`src/rtl/perf_sampler.sv`:
```
// perf_sampler: command front-end for the perf-counter register block.
// Issues ctrl writes and assembles coherent hi/lo/hi 64-bit snapshots.
module perf_sampler #(
    parameter int unsigned MAX_RETRY = 3
) (
    input  logic        clk_i,
    input  logic        rst_i,
    input  logic        cmd_valid_i,
    output logic        cmd_ready_o,
    input  logic [1:0]  cmd_op_i,
    output logic [7:0]  addr_o,
    output logic [2:0]  wdata_o,
    output logic        w_en_o,
    input  logic [31:0] rdata_i,
    output logic        smp_valid_o,
    input  logic        smp_ready_i,
    output logic [63:0] smp_cycle_o,
    output logic [63:0] smp_insn_o,
    output logic        smp_torn_o
);

    localparam logic [3:0] MAX_R     = 4'(MAX_RETRY);
    localparam logic [1:0] OP_SAMPLE = 2'd3;

    localparam logic [7:0] A_CTRL    = 8'h00;
    localparam logic [7:0] A_CYC_LO  = 8'h04;
    localparam logic [7:0] A_CYC_HI  = 8'h08;
    localparam logic [7:0] A_INSN_LO = 8'h10;
    localparam logic [7:0] A_INSN_HI = 8'h14;

    typedef enum logic [2:0] {
        IDLE,
        WRITE,
        RD_ISSUE,
        RD_CAPT,
        RESULT
    } state_t;

    state_t      state_q;
    logic [2:0]  slot_q;
    logic [3:0]  retry_q;
    logic        torn_q;
    logic [31:0] h1_q;
    logic [31:0] lo_q;
    logic [63:0] cyc_q;

    logic        cmd_fire;
    logic        mismatch;
    logic        do_retry;
    logic [2:0]  slot_next;
    logic [2:0]  slot_back;
    logic [7:0]  addr_next;
    logic [7:0]  addr_back;

    assign cmd_ready_o = (state_q == IDLE) && !smp_valid_o;
    assign cmd_fire    = cmd_valid_i && cmd_ready_o;
    assign mismatch    = (h1_q != rdata_i);
    assign do_retry    = mismatch && (retry_q < MAX_R);
    assign slot_next   = slot_q + 3'd1;
    assign slot_back   = slot_q - 3'd2;

    // Slots 0..2 are the cycle hi/lo/hi triple, 3..5 the insn triple.
    function automatic logic [7:0] slot_addr(input logic [2:0] s);
        logic [7:0] a;
        a = A_CTRL;
        case (s)
            3'd0, 3'd2: a = A_CYC_HI;
            3'd1:       a = A_CYC_LO;
            3'd3, 3'd5: a = A_INSN_HI;
            3'd4:       a = A_INSN_LO;
            default:    a = A_CTRL;
        endcase
        return a;
    endfunction

    assign addr_next = slot_addr(slot_next);
    assign addr_back = slot_addr(slot_back);

    always_ff @(posedge clk_i or posedge rst_i) begin
        if (rst_i) begin
            state_q     <= IDLE;
            slot_q      <= '0;
            retry_q     <= '0;
            torn_q      <= 1'b0;
            h1_q        <= '0;
            lo_q        <= '0;
            cyc_q       <= '0;
            addr_o      <= A_CTRL;
            wdata_o     <= '0;
            w_en_o      <= 1'b0;
            smp_valid_o <= 1'b0;
            smp_cycle_o <= '0;
            smp_insn_o  <= '0;
            smp_torn_o  <= 1'b0;
        end else begin
            unique case (state_q)
                IDLE: begin
                    if (cmd_fire) begin
                        if (cmd_op_i == OP_SAMPLE) begin
                            state_q <= RD_ISSUE;
                            slot_q  <= '0;
                            retry_q <= '0;
                            torn_q  <= 1'b0;
                            addr_o  <= A_CYC_HI;
                        end else begin
                            state_q <= WRITE;
                            addr_o  <= A_CTRL;
                            wdata_o <= {1'b0, cmd_op_i};
                            w_en_o  <= 1'b1;
                        end
                    end
                end
                WRITE: begin
                    w_en_o  <= 1'b0;
                    state_q <= IDLE;
                end
                RD_ISSUE: begin
                    state_q <= RD_CAPT;
                end
                RD_CAPT: begin
                    state_q <= RD_ISSUE;
                    case (slot_q)
                        3'd0, 3'd3: begin
                            h1_q   <= rdata_i;
                            slot_q <= slot_next;
                            addr_o <= addr_next;
                        end
                        3'd1, 3'd4: begin
                            lo_q   <= rdata_i;
                            slot_q <= slot_next;
                            addr_o <= addr_next;
                        end
                        default: begin
                            if (do_retry) begin
                                retry_q <= retry_q + 4'd1;
                                slot_q  <= slot_back;
                                addr_o  <= addr_back;
                            end else if (slot_q == 3'd2) begin
                                retry_q <= '0;
                                torn_q  <= torn_q | mismatch;
                                cyc_q   <= {rdata_i, lo_q};
                                slot_q  <= slot_next;
                                addr_o  <= addr_next;
                            end else begin
                                retry_q     <= '0;
                                state_q     <= RESULT;
                                smp_valid_o <= 1'b1;
                                smp_cycle_o <= cyc_q;
                                smp_insn_o  <= {rdata_i, lo_q};
                                smp_torn_o  <= torn_q | mismatch;
                            end
                        end
                    endcase
                end
                RESULT: begin
                    if (smp_ready_i) begin
                        smp_valid_o <= 1'b0;
                        state_q     <= IDLE;
                    end
                end
                default: state_q <= IDLE;
            endcase
        end
    end

endmodule

```
`config.mk`:
```
export PLATFORM = sky130hd
export DESIGN_NAME = perf_sampler
export DESIGN_NICKNAME = d
export VERILOG_FILES = /design/src/rtl/perf_sampler.sv
export SDC_FILE = /design/constraint.sdc
export NUM_CORES = 1
export LEC_CHECK = 0
export ABC_CLOCK_PERIOD_IN_PS = 21700
export CORE_MARGIN = 4
export CORE_UTILIZATION = 36
export CTS_CLUSTER_DIAMETER = 150
export DETAILED_ROUTE_END_ITERATION = 7
export SLEW_MARGIN = 20
export SYNTH_ARGS = -nofsm -noshare
export SYNTH_HDL_FRONTEND = slang
export SYNTH_SLANG_ARGS = --single-unit
```
`constraint.sdc`:
```
create_clock -name clk_i -period 21.7 [get_ports clk_i]
set_clock_uncertainty 0.05 [all_clocks]
set_input_delay 4.34 -clock clk_i [delete_from_list [all_inputs] [get_ports clk_i]]
set_output_delay 4.34 -clock clk_i [all_outputs]
set_load 0.01 [all_outputs]
```
Word-level counts from Yosys, hierarchy flattened
Cells that the tools add are included.

operators by class
  add/sub/neg operators = 3
  multipliers = 0
  divide/modulo/power cells = 0
  order comparisons = 1
  eq/ne operators = 29
  shift-type cells = 0
  mux-type cells = 40
  bitwise operators = 5
  reduce and logical (&&, ||, !) cells = 30

operators with widths
  cell                                            number
  one-hot mux 5 bit (4 select lines)              2
  2-to-1 mux 8 bit                                4
  != test 32 bit                                  1
  2-to-1 mux 3 bit                                10
  == test 3 x 2 -> 1 bit (second input constant)  8
  2-to-1 mux 4 bit                                5
  == test 3 bit (second input constant)           6
  one-hot mux 8 bit (2 select lines)              1
  AND reduction 4 bit                             4
  != test 2 bit (second input constant)           7
  == test 3 x 1 -> 1 bit (second input constant)  4
  logical NOT 3 bit                               4
  one-hot mux 3 bit (4 select lines)              1
  OR reduction 2 bit                              6
  2-to-1 mux 1 bit                                11
  AND reduction 3 bit                             3
  one-hot mux 4 bit (2 select lines)              1
  one-hot mux 1 bit (2 select lines)              3
  one-hot mux 3 bit (2 select lines)              1
  AND reduction 2 bit                             3
  AND reduction 6 bit                             1
  nonzero test 2 bit                              3
  AND reduction 5 bit                             1
  adder 4 x 1 -> 4 bit (second input constant)    1
  12 further kinds                                17

storage, ports and cells
  register bits = 280
  latch bits = 0
  memory bits (writable) = 0
  ROM bits = 0
  logic and storage cells = 122
  memories = 0

Depth between registers and ports, before layout
Gate-level depths: netlist of run 1.

  word-level depth = 8
  mapped depth = 9

Worst setup path after synthesis of run 1
Ideal clock, no wire load.

  path kind = input to register
  start = input port rdata_i[1]
  end = register smp_cycle_o[38]
  library setup time = 0.127 ns
  data arrival time = 5.973 ns
  required time = 21.523 ns
  path slack = 15.550 ns
  stages = 8
  cell sequence = xnor2_1 nand4_1 nor4_1 nand2_1 a211o_1 buf_2 buf_4 mux2_1

on the way
  cells in the longest elaborated chain, start to end = 4

ends and longest elaborated chain
  element                        RTL line  source
  start, declared                14        input logic [31:0] rdata_i,
  != test 32 bit                 57        assign mismatch = (h1_q != rdata_i);
  logical AND 1 bit              58        assign do_retry = mismatch && (retry_q < MAX_R);
  NOT 1 bit (no line)            -
  AND reduction 4 bit (no line)  -
  end signal, assigned           148       smp_cycle_o <= cyc_q;
  end, declared                  17        output logic [63:0] smp_cycle_o,

No other way between the ends.
A chain may end at the register's enable or synchronous reset.

Worst setup path in the final report of run 1
  start = input port rdata_i[24]
  end = register cyc_q[16]

on the way
  cells in the longest elaborated chain, start to end = 4

ends and longest elaborated chain
  element                        RTL line  source
  != test 32 bit                 57
  logical AND 1 bit              58
  NOT 1 bit (no line)            -
  AND reduction 4 bit (no line)  -
  end signal, assigned           141       cyc_q <= {rdata_i, lo_q};
  end, declared                  45        logic [63:0] cyc_q;

No other way between the ends.

==> metrics, run 1 <==
vias in the first global route=6668; Setup Buffers After CTS=0; share of the synthesized area in the top cell type=62.9%; unrepaired setup endpoints after global routing=no; Placed Cells=1250; Die ar.=33300 sq um; Tcrit/Tclk final=34.0%; row cnt=63; DP HPWL=15.1 mm; type of the worst min-delay path=flop to flop; Crit Path Max Fanout=35; minimum clock period=7.39 ns; Power per Cell Area=88.6 nW/um^2; Num Clock Sinks=275; count leader, synth=dfrtp_1; DRT Wirelength=23.0 mm; clock latency on the worst-skew pair=0.55 ns; Net Sw Frac=23.4%; Overflow after GRT=0; Slew Viols, Final=0; FF+latch count, synth=275; final hold slack=0.429 ns; M2 GR Usage=22.3%; CTS root buf=clkbuf_16; clock power share=40.9%; Yosys top cell by area=dfrtp_1; Avg Cell Area, Syn=15.4 sq um; Seq pwr share=47.8%; Bufs on Longest Clock Path=3; Primary FF master, synth=dfrtp_1; worst vdd ir=56.5 uV; number of detailed-route iterations in the first pass=4; Top Family by Delay on Critical Path=simple AND/OR/NAND/NOR gates; Crit. End Element=flop; hold_buf cts=0; die width=182 um; crit path launch type=primary input; Worst Setup Path Type=primary input to flop; met1 Use GR=19.1%; fin cells=1307; CP peak stage delay=0.56 ns; EDFF count, synth=0; Top-Level Pins=181; CTS-repair resized insts=0; Core Region=29800 sq um; DR WL/cell=17.6 um; CTS tree=done; Tot Pwr=0.00125 W; Buf/Inv on CP=2; DRC=0; P_leak=6.75 nW; initial antenna violation count=0; synth top area cells=dfrtp_1 63%, mux2_1 19%, mux2_2 7.1%; final setup vio count=0; DRT iter0 DRCs=215; max_cap viols=0; sequential cell area fraction in the yosys report=62.9%; synth unique cells=40; # nets final=942; CP most frequent cell=nand2_1; Die Ht=182 um; H-Tree Depth=1; CP Data Arrival Time=7.76 ns; area delta synth->final=29.0%; GRT busiest layer=met2; worst slew pin tran=0.923 ns; ys async rst share=100%; Synth Warn #=0; Via density=4.74; CP Data Required Time=22.07 ns; Initial Utilization=36.7%; CP Cell Sequence=clkdlybuf4s50_1, xnor2_1, nand4_1, nor4_1, nand2_1, nand2_1, nand4_4, buf_4, mux2_1; Final GP Congestion=0.730; reported net switching power=0.000292 W; Comb pwr share=11.3%; share of layout cells above drive strength 1=13.7%; met3 GRT Util=3.01%; Fin. Hold Viols=0; setup_tns=0 ns; Crit-path slowest cell=nand4_4; largest net degree at the start of global routing=128; CTS buffer count=30; Util after Layout=47.4%; most common library cells after synthesis=275 x dfrtp_1, 188 x mux2_1, 69 x mux2_2, 32 x xnor2_1, 22 x buf_2; run status=finished, final reports clean; first-pass GRT wire length=37.5 mm; Post-Syn Area=10900 sq um; routed vias=6198; Clock Pin Slew Worst Setup and Hold Paths=0.06 ns; achievable frequency=135 MHz; GR Util All Layers=13.9%; IO buf count=174; Post-Synthesis Cells=712; Int Pwr=0.000958 W; relative slew slack=38.5%; antenna violation net count after detailed routing=0; Antenna Cells=0
per-stage QoR:
step                cell area (sq um)  setup WS, ns
global route                    14100         13.97
CTS                             14100         14.18
floorplan                       11000          9.73
detailed placement              13100         13.60
global placement                13100         13.59
finish                          14100         14.31
cells by family after synthesis:
kind of cell	Yosys count	share of synthesized area, %
flops	275	62.9
mux	260	26.7
simple gates	56	2.47
buf+inv	41	1.97
compound gates	37	2.25
xor+xnor	32	2.56
fa+ha+maj	10	1.14
other cells	1	0.0343
flip-flops by register name (all words and copies together) (netlist names):
register,count
w_en_o,1
lo_q,32
smp_torn_o,1
wdata_o,2
slot_q,3
torn_q,1
retry_q,4
addr_o,3
state_q,3
smp_valid_o,1
smp_insn_o,64
cyc_q,64
smp_cycle_o,64
h1_q,32
per-layer routing:
| layer | share of wire, % | vias to the layer above |
|---|---|---|
| met5 | 0 | - |
| met4 | 2.1 | 0 |
| met3 | 5.0 | 31 |
| met2 | 47 | 131 |
| met1 | 46 | 3159 |
| li1 | - | 2877 |
final cells by class:
class                   instances  area, sq um
multi-input cells             401         3900
well taps                     390          488
flip-flops and latches        275         6880
inverters                       5         26.3
fillers                      2635        15700
clock buffers                  48          878
repair buffers                181         1830
clock inverters                 7          125
worst register-to-register path: cells and delay by family, from the launching register on:
family,cells,cell delay [ns]
simple gates,5,1.64
buf+inv,1,0.58
mux,1,0.39
xor+xnor,1,0.21
flops,1,0.38
path summary, 6_finish.rpt:
kind / end / start / cells past startpoint / slack [ns]
max in group asynchronous: h1_q[3] / rst_i / 3 / 15.78
setup reg to reg: cyc_q[16] / h1_q[20] / 8 / 18.33
setup / recovery: cyc_q[16] / rdata_i[24] / 9 / 14.31
min in group asynchronous: smp_cycle_o[25] / rst_i / 2 / 4.34
hold / removal: cyc_q[9] / cyc_q[9] / 1 / 0.43
hold reg to reg: cyc_q[9] / cyc_q[9] / 1 / 0.43
placed cells by master, fill, tap and decap left out, types with 5 or more instances in the layout:
master	n
a21oi_1	11
buf_4	5
clkbuf_1	12
clkbuf_16	30
clkbuf_8	6
clkdlybuf4s50_1	174
conb_1	6
dfrtp_1	275
ha_1	10
mux2_1	188
mux2_2	69
nand2_1	14
nand4_1	9
nor2_1	17
o21ai_0	5
xnor2_1	32
power groups by stage:
stage	Sequential, W	Clock [W]	Combinational (W)
after detailed placement	0.000608	0	0.000145
after global routing	0.000605	0.000551	0.000158
final	0.000598	0.000511	0.000141
after global placement	0.000606	0	0.000143
after CTS	0.000599	0.000529	0.000145
after floorplan	0.000603	0	0.0000965
(Power assumes the default switching activity.)
==> inputs of run 2 (changes only) <==
ABC_CLOCK_PERIOD_IN_PS = 6600   (was 21700)
clock period = 6.6 ns   (was 21.7 ns; I/O delays follow)
==> metrics, run 2 (same netlist as run 1, synthesis figures left out) <==
GR Util All Layers=13.8% (-0.064 points); P_leak=6.70 nW (-0.80%); Worst Setup Path Type=primary input to flop; Worst Reg2Reg Path Length in Cells=8 (unchanged); Via density=4.80 (+1.1%); worst vdd ir=146 uV (+160%); Tcrit/Tclk final=70.9%; DRT Wirelength=22.9 mm (-0.41%); Core Region=29800 sq um (unchanged); share of layout cells above drive strength 1=13.6% (-0.19 points); worst r2r dst=cyc_q[47]; DP HPWL=15.3 mm (+1.6%); first-pass GRT wire length=37.3 mm (-0.61%); Initial Utilization=36.7% (unchanged); crit path from=rdata_i[1]; final setup vio count=0 (unchanged); row cnt=63 (unchanged); type of the worst min-delay path=flop to flop; largest net degree at the start of global routing=112 (-13%); CP endpoint=cyc_q[47]; hold_buf cts=0 (unchanged); vias in the first global route=6602 (-0.99%); CP Data Arrival Time=5.05 ns (-2.71 ns); Overflow after GRT=0 (unchanged); commonest non-fill, non-tap cells in the layout=275 x dfrtp_1, 188 x mux2_1, 174 x clkdlybuf4s50_1; minimum clock period=4.68 ns; die width=182 um (unchanged); antenna violation net count after detailed routing=0 (unchanged); number of detailed-route iterations in the first pass=4 (unchanged); Regs by FF count=cyc_q: 64 flops, smp_cycle_o: 64 flops, smp_insn_o: 64 flops; Clock Pin Slew Worst Setup and Hold Paths=0.06 ns (about the same); register-to-register setup slack=2.91 ns (-15.42 ns); Setup Buffers After CTS=0 (unchanged); achievable frequency=214 MHz; max_cap viols=0 (unchanged); setup_tns=0 ns (unchanged); Crit Path Max Fanout=45 (+29%); Die Ht=182 um (unchanged); CTS-repair resized insts=0 (unchanged); Power per Cell Area=284 nW/um^2 (+220%); Fin. Hold Viols=0 (unchanged); IO buf count=174 (unchanged); initial antenna violation count=1 (+1); H-Tree Depth=1 (unchanged); CTS root buf=clkbuf_16; worst slew pin tran=1.03 ns (+0.105 ns); DR WL/cell=17.6 um (-0.26%); Die ar.=33300 sq um (unchanged); clock latency on the worst-skew pair=0.54 ns (about the same); Top-Level Pins=181 (unchanged); hold depth=1 (unchanged); CTS tree=done; area delta synth->final=28.1%; Antenna Cells=0 (unchanged); Num Clock Sinks=275 (unchanged); relative slew slack=31.4% (-7.1 points); CTS buffer count=30 (unchanged); commonest non-fill, non-tap cell in the layout=dfrtp_1; DRT iter0 DRCs=288 (+34%); Crit. End Element=flop; # nets final=943 (+0.11%); final hold slack=0.430 ns (+0.00130 ns); routed vias=6259 (+0.98%); run status=finished, final reports clean; Final GP Congestion=0.762 (+4.4%); CP Data Required Time=6.97 ns (-15.10 ns); unrepaired setup endpoints after global routing=no; Slew Viols, Final=0 (unchanged); DRC=0 (unchanged); crit path launch type=primary input; Bufs on Longest Clock Path=3 (unchanged); worst r2r src=h1_q[1]
## run 2: changes by cell type in the layout (fill, tap and decap cells not counted)
| cell | delta |
|---|---|
| inv_6 | -1 |
| clkbuf_16 | +1 |
| clkinvlp_4 | +2 |
| inv_8 | -1 |
| clkinv_2 | +1 |
| buf_6 | +1 |
| bufinv_16 | -3 |
| clkbuf_8 | -1 |
| buf_16 | -1 |
| buf_4 | +1 |
| clkinv_8 | -1 |
## run 2: report_power, final
group          internal (W)  total, W  leakage, nW  switching (W)
combinational      0.000271  0.000469         2.58       0.000198
clock              0.000912   0.00155        0.444       0.000638
sequential          0.00186   0.00197         3.67       0.000113
## run 2: per-layer routing
layer	wire (um)	vias up	part of all wire (%)	global-route usage, %
met1	10000	3220	44	18.1
met4	539	0	2.3	3.36
met5	0	-	0	0
met2	11100	131	48	23.0
met3	1330	39	5.8	3.61
li1	-	2869	-	-
## run 2: through the flow
stage               setup WS, ns  instance area [sq um]  util, %  total power (W)  std cells
finish                      1.92                  14000     47.0          0.00399       1305
CTS                         1.76                  14000     47.0          0.00406       1305
floorplan                   1.59                  11000        -          0.00230        717
detailed placement          1.20                  13100     44.0          0.00248       1253
global route                1.55                  14000     47.0          0.00418       1305
global placement            1.27                  13100     44.0          0.00246       1253
## run 2: final cells by class
type	instances	area, sq um
Fill cell	2679	15800
Sequential cell	275	6880
Multi-Input combinational cell	401	3900
Timing Repair Buffer	182	1820
Clock buffer	48	890
Tap cell	390	488
Clock inverter	4	22.5
Inverter	5	22.5
## run 2: how the worst min path moves through the flow
stage	startpoint	endpoint
2_1_floorplan	cyc_q[60]	smp_cycle_o[60]
3_3_place_gp	cyc_q[18]	smp_cycle_o[18]
3_5_place_dp	cyc_q[32]	smp_cycle_o[32]
4_1_cts	cyc_q[24]	smp_cycle_o[24]
5_1_grt	cyc_q[32]	smp_cycle_o[32]
6_report	cyc_q[22]	cyc_q[22]
## run 2: critical path, cell delays in order
cell	delay, ns
clkdlybuf4s50_1	0.52
xnor2_1	0.29
nand4_1	0.15
nor4_1	0.55
nand2_1	0.23
nand2_1	0.25
nand4_4	0.81
buf_4	0.56
mux2_1	0.35
==> inputs of run 3 (changes only) <==
ABC_CLOCK_PERIOD_IN_PS = 3900   (was 6600)
clock period = 3.9 ns   (was 6.6 ns; I/O delays follow)
==> metrics, run 3 (same netlist as run 1, synthesis figures left out) <==
number of detailed-route iterations in the first pass=4 (unchanged); fin cells=1318 (+1.0%); H-Tree Depth=1 (unchanged); DP HPWL=16.0 mm (+4.4%); run status=finished, final reports clean; crit path launch type=primary input; Tcrit/Tclk final=87.0%; die width=182 um (unchanged); DRC=0 (unchanged); vias in the first global route=6810 (+3.2%); CTS buffer count=30 (unchanged); CP Data Arrival Time=3.76 ns (-1.29 ns); first-pass GRT wire length=38.3 mm (+2.8%); Core Region=29800 sq um (unchanged); Buf/Inv on CP=2 (unchanged); Crit Path Max Fanout=26 (-42%); IO buf count=174 (unchanged); Antenna Cells=0 (unchanged); CP Data Required Time=4.26 ns (-2.71 ns); Regs by FF count=cyc_q: 64 flops, smp_cycle_o: 64 flops, smp_insn_o: 64 flops; Tot Pwr=0.00682 W (+71%); met3 GRT Util=3.09% (-0.52 points); Final GP Congestion=0.723 (-5.2%); Die Ht=182 um (unchanged); Power per Cell Area=480 nW/um^2 (+69%); CP peak stage delay=0.63 ns (-0.18 ns); clock latency on the worst-skew pair=0.53 ns (about the same); final setup vio count=0 (unchanged); GR Util All Layers=14.2% (+0.40 points); area delta synth->final=29.7%; max_cap viols=0 (unchanged); GRT busiest layer=met2; CTS root buf=clkbuf_16; type of the worst min-delay path=flop to flop; Worst Setup Path Type=primary input to flop; met1 Use GR=18.9% (+0.82 points); Overflow after GRT=0 (unchanged); achievable frequency=295 MHz; Crit. End Element=flop; Bufs on Longest Clock Path=3 (unchanged); Setup Buffers After CTS=0 (unchanged); routed vias=6284 (+0.40%); initial antenna violation count=0 (-1); Num Clock Sinks=275 (unchanged); unrepaired setup endpoints after global routing=no; share of layout cells above drive strength 1=14.8% (+1.2 points); Slew Viols, Final=0 (unchanged); antenna violation net count after detailed routing=0 (unchanged); Top-Level Pins=181 (unchanged); Initial Utilization=36.7% (unchanged); CTS-repair resized insts=0 (unchanged); DRT iter0 DRCs=327 (+14%); setup_tns=0 ns (unchanged); worst slew pin tran=0.944 ns (-0.0839 ns); hold_buf cts=0 (unchanged); P_leak=6.80 nW (+1.6%); row cnt=63 (unchanged); setup slack after layout=0.506 ns (-1.42 ns); worst vdd ir=289 uV (+98%); Placed Cells=1266 (+1.0%); Crit-path slowest cell=nor4_1; DRT Wirelength=23.5 mm (+2.5%); largest net degree at the start of global routing=65 (-42%); M2 GR Usage=24.2% (+1.2 points); post-place setup slack=-0.114 ns (-1.31 ns); commonest non-fill, non-tap cells in the layout=275 x dfrtp_1, 188 x mux2_1, 174 x clkdlybuf4s50_1; DR WL/cell=17.8 um (+1.5%); Top Family by Delay on Critical Path=simple AND/OR/NAND/NOR gates; Clock Pin Slew Worst Setup and Hold Paths=0.06 ns (about the same); CP Cell Sequence=clkdlybuf4s50_1, xnor2_1, nand4_1, nor4_1, nand2_1, a211o_4, buf_4, mux2_1; final hold slack=0.427 ns (-0.00355 ns); Via density=4.77 (-0.59%); relative slew slack=37.0% (+5.6 points); CTS tree=done; Fin. Hold Viols=0 (unchanged); commonest non-fill, non-tap cell in the layout=dfrtp_1; minimum clock period=3.39 ns; Die ar.=33300 sq um (unchanged); # nets final=956 (+1.4%)
-- run 3: cell types whose count changed in the layout (fill, tap and decap cells not counted), sizes merged --
cell / delta
buf: +13
bufinv: +1
clkbuf: -1
clkinv: +1
clkinvlp: -1
-- run 3: metal layers --
metal  vias to the layer above  share of wire (%)
met1                      3242                 45
met4                         0                1.1
met3                        24                4.9
li1                       2897                  -
met2                       121                 49
met5                         -                  0
-- run 3: final cells by class --
class                           instances  area (sq um)
Sequential cell                       275          6880
Tap cell                              390           488
Clock inverter                          5          50.0
Inverter                                5          22.5
Clock buffer                           47           876
Timing Repair Buffer                  195          1990
Fill cell                            2695         15600
Multi-Input combinational cell        401          3900
-- run 3: path summary, 6_finish.rpt --
kind | startpoint | end | slack [ns] | cells after the start
min | cyc_q[60] | smp_cycle_o[60] | 0.43 | 1
max in group asynchronous | rst_i | smp_cycle_o[41] | 2.15 | 3
min in group asynchronous | rst_i | smp_cycle_o[4] | 0.75 | 2
max reg2reg | h1_q[24] | smp_insn_o[57] | 0.94 | 7
min reg2reg | cyc_q[60] | smp_cycle_o[60] | 0.43 | 1
max | rdata_i[1] | smp_insn_o[57] | 0.51 | 8
-- run 3: worst register-to-register path: cells and delay by family, from the launching register on --
| kind | cells | cell delay (ns) |
|---|---|---|
| buf+inv | 1 | 0.28 |
| flops | 1 | 0.38 |
| mux | 1 | 0.36 |
| xor+xnor | 1 | 0.30 |
| simple gates | 3 | 0.97 |
| compound gates | 1 | 0.49 |
-- run 3: power breakdown --
part	internal, W	total (W)	switching, W
clock network	0.00159	0.00266	0.00107
logic	0.000469	0.000826	0.000358
registers	0.00314	0.00333	0.000186
-- run 3: metrics by stage --
stage / utilization (%) / cell area [sq um]
final: 47.7 / 14200
after global routing: 47.7 / 14200
after CTS: 47.7 / 14200
after detailed placement: 44.6 / 13300
after global placement: 44.6 / 13300
after floorplan: - / 11000
